$ cat config.mk
export PLATFORM = sky130hd
export DESIGN_NAME = l4_route_seq
export DESIGN_NICKNAME = d
export VERILOG_FILES = /design/src/rtl/l4_route_seq.sv
export SDC_FILE = /design/constraint.sdc
export NUM_CORES = 1
export LEC_CHECK = 0
export CORE_UTILIZATION = 51
export DETAILED_ROUTE_END_ITERATION = 12
export GPL_ROUTABILITY_DRIVEN = 0
export HOLD_SLACK_MARGIN = 0.02
export PLACE_DENSITY = 0.86
export SLEW_MARGIN = 20
export SYNTH_ARGS = -nofsm -noshare
export SYNTH_HDL_FRONTEND = slang
export SYNTH_SLANG_ARGS = --single-unit
$ cat constraint.sdc
create_clock -name clk -period 2.78 [get_ports clk]
set_input_delay 0.417 -clock clk [delete_from_list [all_inputs] [get_ports clk]]
set_output_delay 0.417 -clock clk [all_outputs]
set_load 0.01 [all_outputs]
$ cat src/rtl/l4_route_seq.sv
// l4_route_seq: host-side command sequencer for the 16x16 L4 router array.
// Runs one route request: clear, mark source/target, then expand the wavefront
// until the target is hit and trace back to the source.
// Optional feature: define L4_SEQ_TIMEOUT_EN to fail a route once step_count
// reaches MAX_STEPS without a target hit.

module l4_route_seq #(
    parameter int NRBITS    = 4,
    parameter int NCBITS    = 4,
    parameter int STAT_LAT  = 2,
    parameter int MAX_STEPS = 31
) (
    input  logic              clk,
    input  logic              reset,
    input  logic              start,
    input  logic [NRBITS-1:0] src_row,
    input  logic [NCBITS-1:0] src_col,
    input  logic [NRBITS-1:0] tgt_row,
    input  logic [NCBITS-1:0] tgt_col,
    output logic              busy,
    output logic              done,
    output logic              success,
    output logic [7:0]        step_count,
    output logic [2:0]        row_range_sel,
    output logic [NRBITS-1:0] row_l_v,
    output logic [NRBITS-1:0] row_u_v,
    output logic [2:0]        col_range_sel,
    output logic [NCBITS-1:0] col_l_v,
    output logic [NCBITS-1:0] col_u_v,
    output logic [1:0]        cell_cmd,
    output logic [3:0]        status_in,
    output logic              ret2ue,
    output logic              extend,
    input  logic [3:0]        array_status
);

    localparam logic [2:0] SEL_SINGLE = 3'b001;
    localparam logic [2:0] SEL_ALL    = 3'b011;
    localparam logic [1:0] CMD_WRITE  = 2'b01;
    localparam logic [1:0] CMD_EXPAND = 2'b10;
    localparam logic [1:0] CMD_TRACE  = 2'b11;

    localparam int            CW         = (STAT_LAT > 1) ? $clog2(STAT_LAT) : 1;
    localparam logic [CW-1:0] WAIT_LOAD  = CW'(STAT_LAT - 1);
    localparam logic [7:0]    STEP_LIMIT = 8'(MAX_STEPS);

`ifdef L4_SEQ_TIMEOUT_EN
    localparam bit TIMEOUT_EN = 1'b1;
`else
    localparam bit TIMEOUT_EN = 1'b0;
`endif

    typedef enum logic [3:0] {
        S_IDLE, S_CLEAR, S_SET_SRC, S_SET_TGT, S_EXPAND, S_TRACE,
        S_WAIT, S_CHECK_EXP, S_CHECK_TRC, S_DONE, S_FAIL
    } state_t;

    state_t            state;
    state_t            state_next;
    state_t            wait_ret;
    logic [CW-1:0]     wait_cnt;
    logic [NRBITS-1:0] src_r;
    logic [NCBITS-1:0] src_c;
    logic [NRBITS-1:0] tgt_r;
    logic [NCBITS-1:0] tgt_c;
    logic [8:0]        trace_cnt;
    logic [3:0]        status_q;
    logic              same_cell;
    logic              trace_over;
    logic              at_limit;

    assign same_cell  = (src_r == tgt_r) && (src_c == tgt_c);
    assign trace_over = (trace_cnt >= ({1'b0, step_count} + 9'd1));
    assign at_limit   = TIMEOUT_EN && (step_count == STEP_LIMIT);

    // State register; reset aborts any route in flight without a done pulse.
    always_ff @(posedge clk or posedge reset) begin
        if (reset) state <= S_IDLE;
        else       state <= state_next;
    end

    // Request latch, wait counter, step/trace counters and result flag.
    always_ff @(posedge clk or posedge reset) begin
        if (reset) begin
            wait_ret   <= S_IDLE;
            wait_cnt   <= '0;
            src_r      <= '0;
            src_c      <= '0;
            tgt_r      <= '0;
            tgt_c      <= '0;
            trace_cnt  <= '0;
            status_q   <= '0;
            step_count <= '0;
            success    <= 1'b0;
        end else begin
            case (state)
                S_IDLE: begin
                    if (start) begin
                        src_r      <= src_row;
                        src_c      <= src_col;
                        tgt_r      <= tgt_row;
                        tgt_c      <= tgt_col;
                        step_count <= '0;
                        trace_cnt  <= '0;
                        success    <= 1'b0;
                    end
                end
                S_CLEAR: begin
                    wait_cnt <= WAIT_LOAD;
                    wait_ret <= S_SET_SRC;
                end
                S_SET_SRC: begin
                    wait_cnt <= WAIT_LOAD;
                    wait_ret <= same_cell ? S_DONE : S_SET_TGT;
                end
                S_SET_TGT: begin
                    wait_cnt <= WAIT_LOAD;
                    wait_ret <= S_EXPAND;
                end
                S_EXPAND: begin
                    wait_cnt <= WAIT_LOAD;
                    wait_ret <= S_CHECK_EXP;
                    if (step_count != 8'hFF) step_count <= step_count + 8'd1;
                end
                S_TRACE: begin
                    wait_cnt  <= WAIT_LOAD;
                    wait_ret  <= S_CHECK_TRC;
                    trace_cnt <= trace_cnt + 9'd1;
                end
                S_WAIT: begin
                    if (wait_cnt != '0) wait_cnt <= wait_cnt - 1'b1;
                    else                status_q <= array_status;
                end
                default: ;
            endcase
            if (state_next == S_DONE) success <= 1'b1;
            else if (state_next == S_FAIL) success <= 1'b0;
        end
    end

    // Next-state decisions, including status evaluation after each wait.
    always_comb begin
        state_next = state;
        case (state)
            S_IDLE:      if (start) state_next = S_CLEAR;
            S_CLEAR, S_SET_SRC, S_SET_TGT, S_EXPAND, S_TRACE:
                         state_next = S_WAIT;
            S_WAIT:      if (wait_cnt == '0) state_next = wait_ret;
            S_CHECK_EXP: begin
                if (status_q[3])       state_next = S_FAIL;
                else if (status_q[1])  state_next = S_TRACE;
                else if (!status_q[0]) state_next = S_FAIL;
                else if (at_limit)     state_next = S_FAIL;
                else                   state_next = S_EXPAND;
            end
            S_CHECK_TRC: begin
                if (status_q[2])      state_next = S_DONE;
                else if (status_q[3]) state_next = S_FAIL;
                else if (trace_over)  state_next = S_FAIL;
                else                  state_next = S_TRACE;
            end
            S_DONE, S_FAIL: state_next = S_IDLE;
            default:        state_next = S_IDLE;
        endcase
    end

    // Array command outputs decoded from the current state; NOP everywhere else.
    always_comb begin
        busy          = (state != S_IDLE);
        done          = (state == S_DONE) || (state == S_FAIL);
        row_range_sel = '0;
        row_l_v       = '0;
        row_u_v       = '0;
        col_range_sel = '0;
        col_l_v       = '0;
        col_u_v       = '0;
        cell_cmd      = '0;
        status_in     = '0;
        ret2ue        = 1'b0;
        extend        = 1'b0;
        case (state)
            S_CLEAR, S_EXPAND, S_TRACE: begin
                row_range_sel = SEL_ALL;
                row_u_v       = '1;
                col_range_sel = SEL_ALL;
                col_u_v       = '1;
            end
            S_SET_SRC: begin
                row_range_sel = SEL_SINGLE;
                row_l_v       = src_r;
                row_u_v       = src_r;
                col_range_sel = SEL_SINGLE;
                col_l_v       = src_c;
                col_u_v       = src_c;
            end
            S_SET_TGT: begin
                row_range_sel = SEL_SINGLE;
                row_l_v       = tgt_r;
                row_u_v       = tgt_r;
                col_range_sel = SEL_SINGLE;
                col_l_v       = tgt_c;
                col_u_v       = tgt_c;
            end
            default: ;
        endcase
        case (state)
            S_CLEAR: begin
                cell_cmd = CMD_WRITE;
                ret2ue   = 1'b1;
            end
            S_SET_SRC: begin
                cell_cmd  = CMD_WRITE;
                status_in = 4'b0001;
            end
            S_SET_TGT: begin
                cell_cmd  = CMD_WRITE;
                status_in = 4'b0010;
            end
            S_EXPAND: begin
                cell_cmd = CMD_EXPAND;
                extend   = 1'b1;
            end
            S_TRACE: cell_cmd = CMD_TRACE;
            default: ;
        endcase
    end

endmodule

; Word level (Yosys, flattened, before mapping)
; Index checks and enable logic that the tools add are counted.
[word_totals]
reg_bits = 47
latchBits = 0
memories = 0
ram_bits = 0
mem_bits_ro = 0
[op_classes]
magnitude_cmp = 1
eq_ne = 17
n_reduce_logical = 19
bitwise_logic = 1
mux = 31
n_addsub = 4
n_mul = 0
shifts = 0
div = 0
[op_table]
columns = operator, count
row1 = case mux 4 bit (5 select lines), 2
row2 = two-way mux 4 bit, 9
row3 = case mux 4 bit (3 select lines), 2
row4 = "equality test 4 bit, second input constant", 5
row5 = case mux 9 bit (2 select lines), 1
row6 = "equality test 4 x 3 -> 1 bit, second input constant", 4
row7 = two-way mux 8 bit, 2
row8 = case mux 4 bit (2 select lines), 2
row9 = case mux 8 bit (2 select lines), 1
row10 = "adder 8 x 1 -> 9 bit, second input constant", 1
row11 = "adder 9 x 1 -> 9 bit, second input constant", 1
row12 = >= comparator 9 bit, 1
row13 = two-way mux 9 bit, 1
row14 = "adder 8 x 1 -> 8 bit, second input constant", 1
row15 = "equality test 4 x 2 -> 1 bit, second input constant", 2
row16 = equality test 4 bit, 2
row17 = "inequality test 8 bit, second input constant", 1
row18 = case mux 2 bit (2 select lines), 2
row19 = AND reduction 2 bit, 4
row20 = two-way mux 1 bit, 7
row21 = case mux 2 bit (3 select lines), 1
row22 = nonzero test 2 bit, 3
row23 = nonzero test 3 bit, 2
row24 = OR reduction 3 bit, 2
row25 = 13 further kinds, 14

; Depth between registers and ports, before layout
; Gate-level depths: netlist of the first run.
[logic_depth]
word_depth = 9
depth_mapped = 12
ltp_nobuf = 12

; Worst setup path before layout of the first run
; Ideal clock, no wire load.
[synth_path]
path_kind = register -> register
from = register step_count[2]
to = register success
path_buffers = 0
path_slack_ns = 0.250
t_required_ns = 2.711
period_less_slack_ns = 2.530
arrival_ns = 2.461
path_stages_with_launch = 13
path_cell_list = dfrtp_1 and2_1 and4_1 nand3_1 xor2_1 ha_1 nand4_1 nor2_1 a21o_1 or3_4 o2111ai_4 o211ai_2 nand3_1
[synth_via]
elab_chain_cells = 9
[synth_rtl]
columns = item, line
row1 = start: declaration, 23  ; output logic [7:0] step_count,
row2 = start signal: assignment, 123  ; if (step_count != 8'hFF) step_count <= step_count + 8'd1;
row3 = adder 8 x 1 -> 9 bit (*), 73  ; assign trace_over = (trace_cnt >= ({1'b0, step_count} + 9'd1));
row4 = >= comparator 9 bit (*), 73
row5 = two-way mux 4 bit (*), 159  ; else if (trace_over) state_next = S_FAIL;
row6 = two-way mux 4 bit (*), 158  ; else if (status_q[3]) state_next = S_FAIL;
row7 = two-way mux 4 bit (*), 157  ; if (status_q[2]) state_next = S_DONE;
row8 = case mux 4 bit (5 select lines) (*), 144  ; case (state)
row9 = named net state_next[0], 59  ; state_t state_next;
row10 = "equality test 4 bit, on equally long branches", "136, 137"
row11 = nonzero test 3 bit (no source line) / two-way mux 1 bit (equally long branches), --
row12 = AND reduction 2 bit (no source line) / two-way mux 1 bit (equally long branches), --
row13 = end signal: assignment, 105  ; success <= 1'b0;
row14 = end signal: assignment, 136  ; if (state_next == S_DONE) success <= 1'b1;
row15 = end signal: assignment, 137  ; else if (state_next == S_FAIL) success <= 1'b0;
row16 = end: declaration, 22  ; output logic success,
; The timed path passes the listed nets; every way through them passes the cells marked *.
; A chain may end at the register's enable or synchronous reset.

; Final worst setup path of the first run
[layout_path]
from = register step_count[3]
to = register success
; Same word-level chain as after synthesis.

==> results.toml, run 1 <==
[run_status]
status = "finished clean"

[synth]
yosys-top-cells-area = "dfrtp_1 (42%), mux2_2 (6.4%), ha_1 (4.9%)"
ys_seq_elements = 47
syn_avg_cell_area_sq_um = 9.63
synth_commonest_cells = "dfrtp_1 (47), nand2_1 (30), nor2_1 (19), o21ai_0 (19), nand3_1 (17)"
yosysTopAreaCell = "dfrtp_1"
yosysMostFrequentCell = "dfrtp_1"
ys_warn_count = 0
netlist_instances = 293
yosysSeqAreaShare_pct = 41.7
synth_cell_type_count = 51
synth_flop_cell = "dfrtp_1"
yosys.area.top_type_share_pct = 41.7
syn_area_sq_um = 2820
async_flop_share_pct = 100
synth_edf_count = 0

[placement]
place_area_sq_um = 3480
numPortBuffers = 59
dp_hpwl_mm = 4.91
dp_cells = 418
dp_slack_ns = 0.105

[final_layout]
antennaDiodeCount = 0
multiInputGateArea_sq_um = 1530
syn_to_final_growth_pct = 28.8
final_cell_area_sq_um = 3640
fill_cells = 392
largest_reg_flops = 9
final_nets = 390
fin_cells = 427
layout-drive-gt1-share_pct = 16.2
regArea_sq_um = 1180
fin_util_pct = 69.9
top_register = "trace_cnt"
reg_top3 = "trace_cnt (9), step_count (8)"

[worst_setup_path]
required_ns = 3.03
critical_path.cell_chain = "and2_4 -> and4_1 -> nand3_2 -> xor2_2 -> ha_1 -> nand4_1 -> nor2_1 -> a21o_1 -> or3_4 -> o2111ai_4 -> nand3b_1 -> nand3_1"
path_max_fanout = 4
end_kind = "flip-flop"
startpoint_type = "flip-flop"
cpMaxStageDelayCell = "dfrtp_1"
max_stage_delay_ns = 0.40
arrival_ns = 2.94
path_class = "reg -> reg"

[floorplanning]
ios = 64
start_util_pct = 54.2
die_w_um = 76.4
fp.dieArea_sq_um = 5840
fp.dieH_um = 76.4
row_count = 26
core-area_sq_um = 5200

[route]
vias = 2455
ant_nets = 0
drt_first_pass_iters = 4
drt_wl_total_mm = 6.73
drt_iter0_drc = 196
vias_per_cell = 5.75
drc_errors = 0
wl_per_cell_um = 15.8

[power]
internal_power_mw = 2.51
pwr-share-comb_pct = 56.5
p_per_area_nw_per_um2 = 1170
report.power.total_mw = 4.27
p_switching_mw = 1.75
seqPwrFrac_pct = 30.8
p_leak_nw = 1.56
vdd_drop_max_mv = 0.699
sw_frac_of_total_pct = 41.1
p_clk_share_pct = 12.6

[sta]
tightest_slew_ns = 0.712
slew_headroom_pct = 52.3
setup-tns-final_ns = 0
max_freq_ghz = 0.372
holdWs_ns = 0.439
setup_slack_ns = 0.0902
period_share_pct = 96.8
hold_viol_final = 0
finClkSkew_ns = 0.00776
fin_crit_ns = 2.69
slew_viol_final = 0
finalSetupViolCount = 0

[global_routing]
antenna_found_initial = 0
grt_pass1_vias = 2385
grt_pass1_wl_mm = 11.2
globalRouteOverflowTotal = 0
grt_start_max_net_pins = 28
grt_usage_pct = 24.3

[clock_network]
clock-sinks = 47
clkSlewWorstSetupHoldPaths_ns = 0.09
clk_latency_ns = 0.30
cts_max_level = 2
clock_path_buffers = 2
cts_buffers = 5
cts_tree = "done"
root_buffer = "clkbuf_8"
cts_hold_buffers = 0

[run]
drv_cap = 0

[hold_path]
min_path_type = "in -> async"
[power groups by stage]
stage                     Clock, mW  Combinational (mW)  Sequential [mW]
after floorplan                   0                1.53             1.26
after global placement            0                2.28             1.30
after detailed placement          0                2.34             1.31
after CTS                     0.548                2.37             1.30
after global routing          0.579                2.63             1.36
final                         0.540                2.41             1.32
[cells by family after synthesis]
group / Yosys count / synth area share [%]
xor gates and xnor gates: 16 / 4.96
AOI/OAI and AO/OA: 64 / 15.2
buffers and inverters: 28 / 5.41
muxes: 18 / 7.09
other: 1 / 0.133
adders and majority gates: 11 / 4.88
DFF: 47 / 41.7
and+or+nand+nor: 108 / 20.6
[area by class of cell]
cell class	count	area share (%)
tap	70	2.41
clock inverter	2	1.07
inverter	11	1.20
multi-input combinational	221	42.2
clock buffer	6	2.27
timing repair buffer	70	18.5
sequential	47	32.4
[path summary, 6_finish.rpt]
| check | startpoint | endpoint | slack [ns] | depth (start not counted) |
|---|---|---|---|---|
| min reg2reg | status_q[0] | status_q[0] | 0.50 | 2 |
| max | step_count[3] | success | 0.09 | 12 |
| max reg2reg | step_count[3] | success | 0.09 | 12 |
| max in group asynchronous | reset | wait_cnt | 1.73 | 3 |
| min | reset | trace_cnt[6] | 0.44 | 2 |
| min in group clk | status_q[0] | status_q[0] | 0.50 | 2 |
[routing by layer]
layer	part of all wire, %	vias to the layer above	global-route usage, %
met2	49	98	39.5
met3	6.1	10	4.79
met4	1.5	0	10.6
met5	0	-	0
li1	-	1157	-
met1	44	1190	31.6
[cell usage in the layout, fill, tap and decap left out, types with 3 or more instances in the layout]
master,count
clkdlybuf4s50_1,59
dfrtp_1,46
nand2_1,30
o21ai_0,19
nor2_1,18
nand3_1,16
mux2_2,16
a21oi_1,12
buf_4,11
xnor2_1,10
ha_1,10
a22o_1,9
inv_1,7
nand4_1,7
or3_1,7
clkbuf_8,6
xor2_1,5
nand2b_1,4
a31oi_1,4
o21ai_1,4
conb_1,4
or2_2,3
nor2b_1,3
o22a_1,3
a211oi_1,3
[worst max-delay path: cells and delay by family (launching register included)]
kind                       cells  cell delay (ns)
DFF                            1             0.40
AOI/OAI and AO/OA              2             0.44
adders and majority gates      1             0.30
xor gates and xnor gates       1             0.16
and+or+nand+nor                8             1.33
[repair_timing]
action,CTS,global route
buffers inserted,0,1
endpoints found under the setup margin,0,11
gates resized for setup,0,8
hold endpoints to repair,0,0
Power figures use the tool's default switching activity.
==> run 2: changes to the inputs <==
--- a/config.mk
+++ b/config.mk
@@ -9,7 +9,7 @@
 export DETAILED_ROUTE_END_ITERATION = 12
 export GPL_ROUTABILITY_DRIVEN = 0
 export HOLD_SLACK_MARGIN = 0.02
-export PLACE_DENSITY = 0.86
+export PLACE_DENSITY = 0.92
 export SLEW_MARGIN = 20
 export SYNTH_ARGS = -nofsm -noshare
 export SYNTH_HDL_FRONTEND = slang
==> run 2 against run 1 <==
Total power shrank 1.7%. Maximum frequency shrank 0.87%. Combinational power is 2% higher. Non-clock buffer count is the same. Sequential power hardly changed. Global-route usage increased by 0.31 points. Critical endpoint is now col_u_v[0]. Critical path depth decreased by 7. Hold slack lost 0.18 ns. Flip-flop and latch count is the same. Die area unchanged. Setup slack worse by 0.024 ns.
==> results.toml, run 2 (same netlist as run 1, synthesis figures left out) <==
[global_routing]
globalRouteOverflowTotal = 0
grt_pass1_wl_mm = 11.4
grt_pass1_vias = 2551
grt_usage_pct = 24.6
antenna_found_initial = 0
grt_start_max_net_pins = 28

[sta]
setup-tns-final_ns = 0
rsz0062_at_grt = "false"
fin_crit_ns = 2.71
finalSetupViolCount = 0
setup_slack_ns = 0.0666
hold_viol_final = 0
slew_headroom_pct = 66.9
max_freq_ghz = 0.369
tightest_slew_ns = 0.494
finClkSkew_ns = 0.00857
slew_viol_final = 0
period_share_pct = 97.6
holdWs_ns = 0.263

[route]
drt_wl_total_mm = 6.83
wl_per_cell_um = 16.0
vias = 2445
drc_errors = 0
vias_per_cell = 5.73
drt_iter0_drc = 178
ant_nets = 0
drt_first_pass_iters = 4

[power]
p_per_area_nw_per_um2 = 1160
vdd_drop_max_mv = 0.693
p_leak_nw = 1.55
report.power.total_mw = 4.20

[final_layout]
antennaDiodeCount = 0
multiInputGateArea_sq_um = 1530
final_cell_mix = "clkdlybuf4s50_1 (59), dfrtp_1 (46), nand2_1 (30)"
fill_cells = 380
fin_cells = 427
largest_reg_flops = 9
reg_top3 = "trace_cnt (9), step_count (8)"
layout-drive-gt1-share_pct = 16.0
fin_util_pct = 69.3
final_common_cell = "clkdlybuf4s50_1"
syn_to_final_growth_pct = 27.8
regArea_sq_um = 1180
top_register = "trace_cnt"
final_nets = 390
final_cell_area_sq_um = 3610

[floorplanning]
row_count = 26
core-area_sq_um = 5200
ios = 64
fp.dieH_um = 76.4
start_util_pct = 54.2
fp.dieArea_sq_um = 5840
die_w_um = 76.4

[clock_network]
clock_path_buffers = 2
root_buffer = "clkbuf_8"
cts_buffers = 5
clk_latency_ns = 0.31
cts_hold_buffers = 0
cts_tree = "done"
clkSlewWorstSetupHoldPaths_ns = 0.10
clock-sinks = 47
cts_max_level = 2

[worst_setup_path]
required_ns = 2.36
arrival_ns = 2.30
startpoint_type = "flip-flop"
path_class = "reg -> out"
path_max_fanout = 9
end_kind = "output port"

[placement]
dp_slack_ns = 0.116
place_area_sq_um = 3480
dp_cells = 418
dp_hpwl_mm = 5.07
numPortBuffers = 59

[run_status]
status = "finished clean"

[hold_path]
min_path_type = "in -> async"

[run]
drv_cap = 0
[run 2: what timing repair did]
| action | 4_1_cts | 5_1_grt |
|---|---|---|
| endpoints found under the setup margin | 8 | 2 |
| gates cloned | 0 | 0 |
| setup buffers | 0 | 1 |
| gates resized for setup | 1 | 6 |
[run 2: layout make-up]
class | count | share of cell area (%)
sequential | 47 | 32.6
multi-input combinational | 221 | 42.4
tap | 70 | 2.43
clock inverter | 3 | 0.763
clock buffer | 5 | 1.91
inverter | 11 | 1.21
timing repair buffer | 70 | 18.7
[run 2: final timing paths]
check                                end  cells past startpoint           from  slack (ns)
hold / removal                  tgt_r[1]                      2          reset        0.26
hold reg to reg              status_q[0]                      2    status_q[0]        0.50
setup reg to reg                 success                     12  step_count[3]        0.13
min in group clk             status_q[0]                      2    status_q[0]        0.50
max in group asynchronous  step_count[1]                      3          reset        1.99
setup / recovery              col_u_v[0]                      5       state[2]        0.07
[run 2: routing by layer]
metal | track usage [%] | part of all wire [%] | wire length, um | up-vias
li1 | - | - | - | 1159
met1 | 29.0 | 40 | 2740 | 1188
met2 | 43.3 | 52 | 3530 | 85
met3 | 5.75 | 6.3 | 427 | 13
met4 | 9.42 | 1.9 | 131 | 0
met5 | 0 | 0 | 0 | -
[run 2: power by group]
part	leakage, nW	internal (mW)	switching, mW
clock network	0.0467	0.187	0.266
registers	0.588	0.981	0.315
logic	0.915	1.24	1.21
total	1.55	2.41	1.79
[run 2: critical path, stage by stage, from the launching register on]
cell	delay [ns]
dfrtp_1	0.39
nor2_1	0.35
and3_2	0.39
a22o_1	0.21
or3_1	0.12
clkdlybuf4s50_1	0.53
==> run 3: changes to the inputs <==
--- a/config.mk
+++ b/config.mk
@@ -5,12 +5,14 @@
 export SDC_FILE = /design/constraint.sdc
 export NUM_CORES = 1
 export LEC_CHECK = 0
-export CORE_UTILIZATION = 51
+export CORE_UTILIZATION = 52
+export CTS_BUF_LIST = sky130_fd_sc_hd__clkbuf_8
 export DETAILED_ROUTE_END_ITERATION = 12
 export GPL_ROUTABILITY_DRIVEN = 0
 export HOLD_SLACK_MARGIN = 0.02
-export PLACE_DENSITY = 0.92
+export PLACE_DENSITY = 0.93
 export SLEW_MARGIN = 20
 export SYNTH_ARGS = -nofsm -noshare
 export SYNTH_HDL_FRONTEND = slang
 export SYNTH_SLANG_ARGS = --single-unit
+export TNS_END_PERCENT = 50
==> run 3 against run 2 <==
Sequential power grew 4%. Register-to-register slack lost 0.03 ns. Clock power shrank 8.2%. Cell count is the same. Global-route usage grew 1.6 points. Maximum frequency grew 1.3%. Count of clock-buffer cells in the layout is the same. Non-clock buffer count is the same. Die area shrank 1.9%. Largest power group unchanged.
==> results.toml, run 3 (same netlist as run 1, synthesis figures left out) <==
[route]
drc_errors = 0
wl_per_cell_um = 16.3
vias_per_cell = 5.79
vias = 2471
drt_iter0_drc = 164
drt_wl_total_mm = 6.97
ant_nets = 0
drt_first_pass_iters = 4

[final_layout]
antennaDiodeCount = 0
top_register = "trace_cnt"
final_cell_mix = "clkdlybuf4s50_1 (59), dfrtp_1 (44), nand2_1 (30)"
reg_top3 = "trace_cnt (9), step_count (8)"
syn_to_final_growth_pct = 27.2
layout-drive-gt1-share_pct = 16.0
final_common_cell = "clkdlybuf4s50_1"
final_nets = 390
largest_reg_flops = 9

[worst_setup_path]
startpoint_type = "flip-flop"
end_kind = "flip-flop"
path_max_fanout = 4
path_class = "reg -> reg"
arrival_ns = 2.92
required_ns = 3.02

[floorplanning]
fp.dieArea_sq_um = 5730
ios = 64
row_count = 26
core-area_sq_um = 5170
fp.dieH_um = 75.7
die_w_um = 75.7
start_util_pct = 54.6

[sta]
fin_crit_ns = 2.68
setup_slack_ns = 0.101
rsz0062_at_grt = "true"
period_share_pct = 96.4
finClkSkew_ns = 0.00861
hold_viol_final = 0
finalSetupViolCount = 0
max_freq_ghz = 0.373
slew_headroom_pct = 56.2
tightest_slew_ns = 0.656
slew_viol_final = 0

[clock_network]
cts_buffers = 5
root_buffer = "clkbuf_8"
clk_latency_ns = 0.31
cts_hold_buffers = 0
clock-sinks = 47
clkSlewWorstSetupHoldPaths_ns = 0.09
cts_max_level = 2
postCtsSetupRepairBufs = 0
cts_tree = "done"
clock_path_buffers = 2

[placement]
numPortBuffers = 59
dp_hpwl_mm = 5.27
dp_slack_ns = 0.0450

[global_routing]
grt_pass1_vias = 2401
globalRouteOverflowTotal = 0
antenna_found_initial = 0
grt_pass1_wl_mm = 11.0
grt_usage_pct = 26.2
grt_start_max_net_pins = 33

[power]
p_leak_nw = 1.54
vdd_drop_max_mv = 0.744
p_per_area_nw_per_um2 = 1160
report.power.total_mw = 4.17

[run_status]
status = "finished clean"

[run]
drv_cap = 0

[hold_path]
min_path_type = "reg -> reg"
[run 3: stage by stage]
| step | instances | hold slack (ns) | util (%) | instance area (sq um) | TNS (ns) |
|---|---|---|---|---|---|
| 6_report | 427 | 0.505 | 69.4 | 3590 | 0 |
| 5_1_grt | 427 | 0.542 | 69.4 | 3590 | -0.0165 |
| 4_1_cts | 427 | 0.509 | 69.1 | 3570 | 0 |
| 3_5_place_dp | 419 | 0.486 | 67.4 | 3490 | 0 |
| 3_3_place_gp | 419 | 0.473 | 67.4 | 3490 | 0 |
| 2_1_floorplan | 296 | 0.445 | - | 2830 | 0 |
[run 3: layer usage]
layer / vias up / wire (um) / GRT usage (%)
li1: 1158 / - / -
met1: 1206 / 2820 / 31.7
met2: 88 / 3560 / 43.9
met3: 19 / 362 / 5.56
met4: 0 / 218 / 14.0
met5: - / 0 / 0
[run 3: timing repair]
action | CTS | global route
hold endpoints to repair | 0 | 0
endpoints found under the setup margin | 0 | 12
gates resized for setup | 0 | 6
[run 3: cell type report]
class | instances | area, sq um
Timing Repair Buffer | 70 | 673
Sequential cell | 47 | 1180
Tap cell | 70 | 87.6
Clock buffer | 5 | 68.8
Inverter | 11 | 43.8
Fill cell | 381 | 1580
Clock inverter | 3 | 20.0
Multi-Input combinational cell | 221 | 1520
[run 3: power breakdown]
group / total [mW] / internal, mW / switching (mW)
clock: 0.416 / 0.175 / 0.241
combinational: 2.40 / 1.24 / 1.17
sequential: 1.35 / 0.985 / 0.363
total: 4.17 / 2.40 / 1.77
[run 3: worst paths after layout]
path                                    start            to  slack [ns]  cells after the start
worst max register to register  step_count[3]       success        0.10                     12
worst max-delay path            step_count[3]       success        0.10                     12
max in group asynchronous               reset      src_r[3]        1.67                      3
worst min-delay path              status_q[0]   status_q[0]        0.50                      2
worst min register to register    status_q[0]   status_q[0]        0.50                      2
min in group asynchronous               reset  trace_cnt[8]        0.52                      2
[run 3: critical path, stage by stage, from the launching register on]
cell and delay, ns:
dfrtp_1 0.43, and2_4 0.19, and4_1 0.21, nand3_1 0.10, xor2_1 0.21, ha_1 0.28, nand4_1 0.11, nor2_1 0.06
a21o_1 0.20, or3_4 0.39, o2111ai_4 0.24, o211ai_2 0.09, nand3_1 0.10
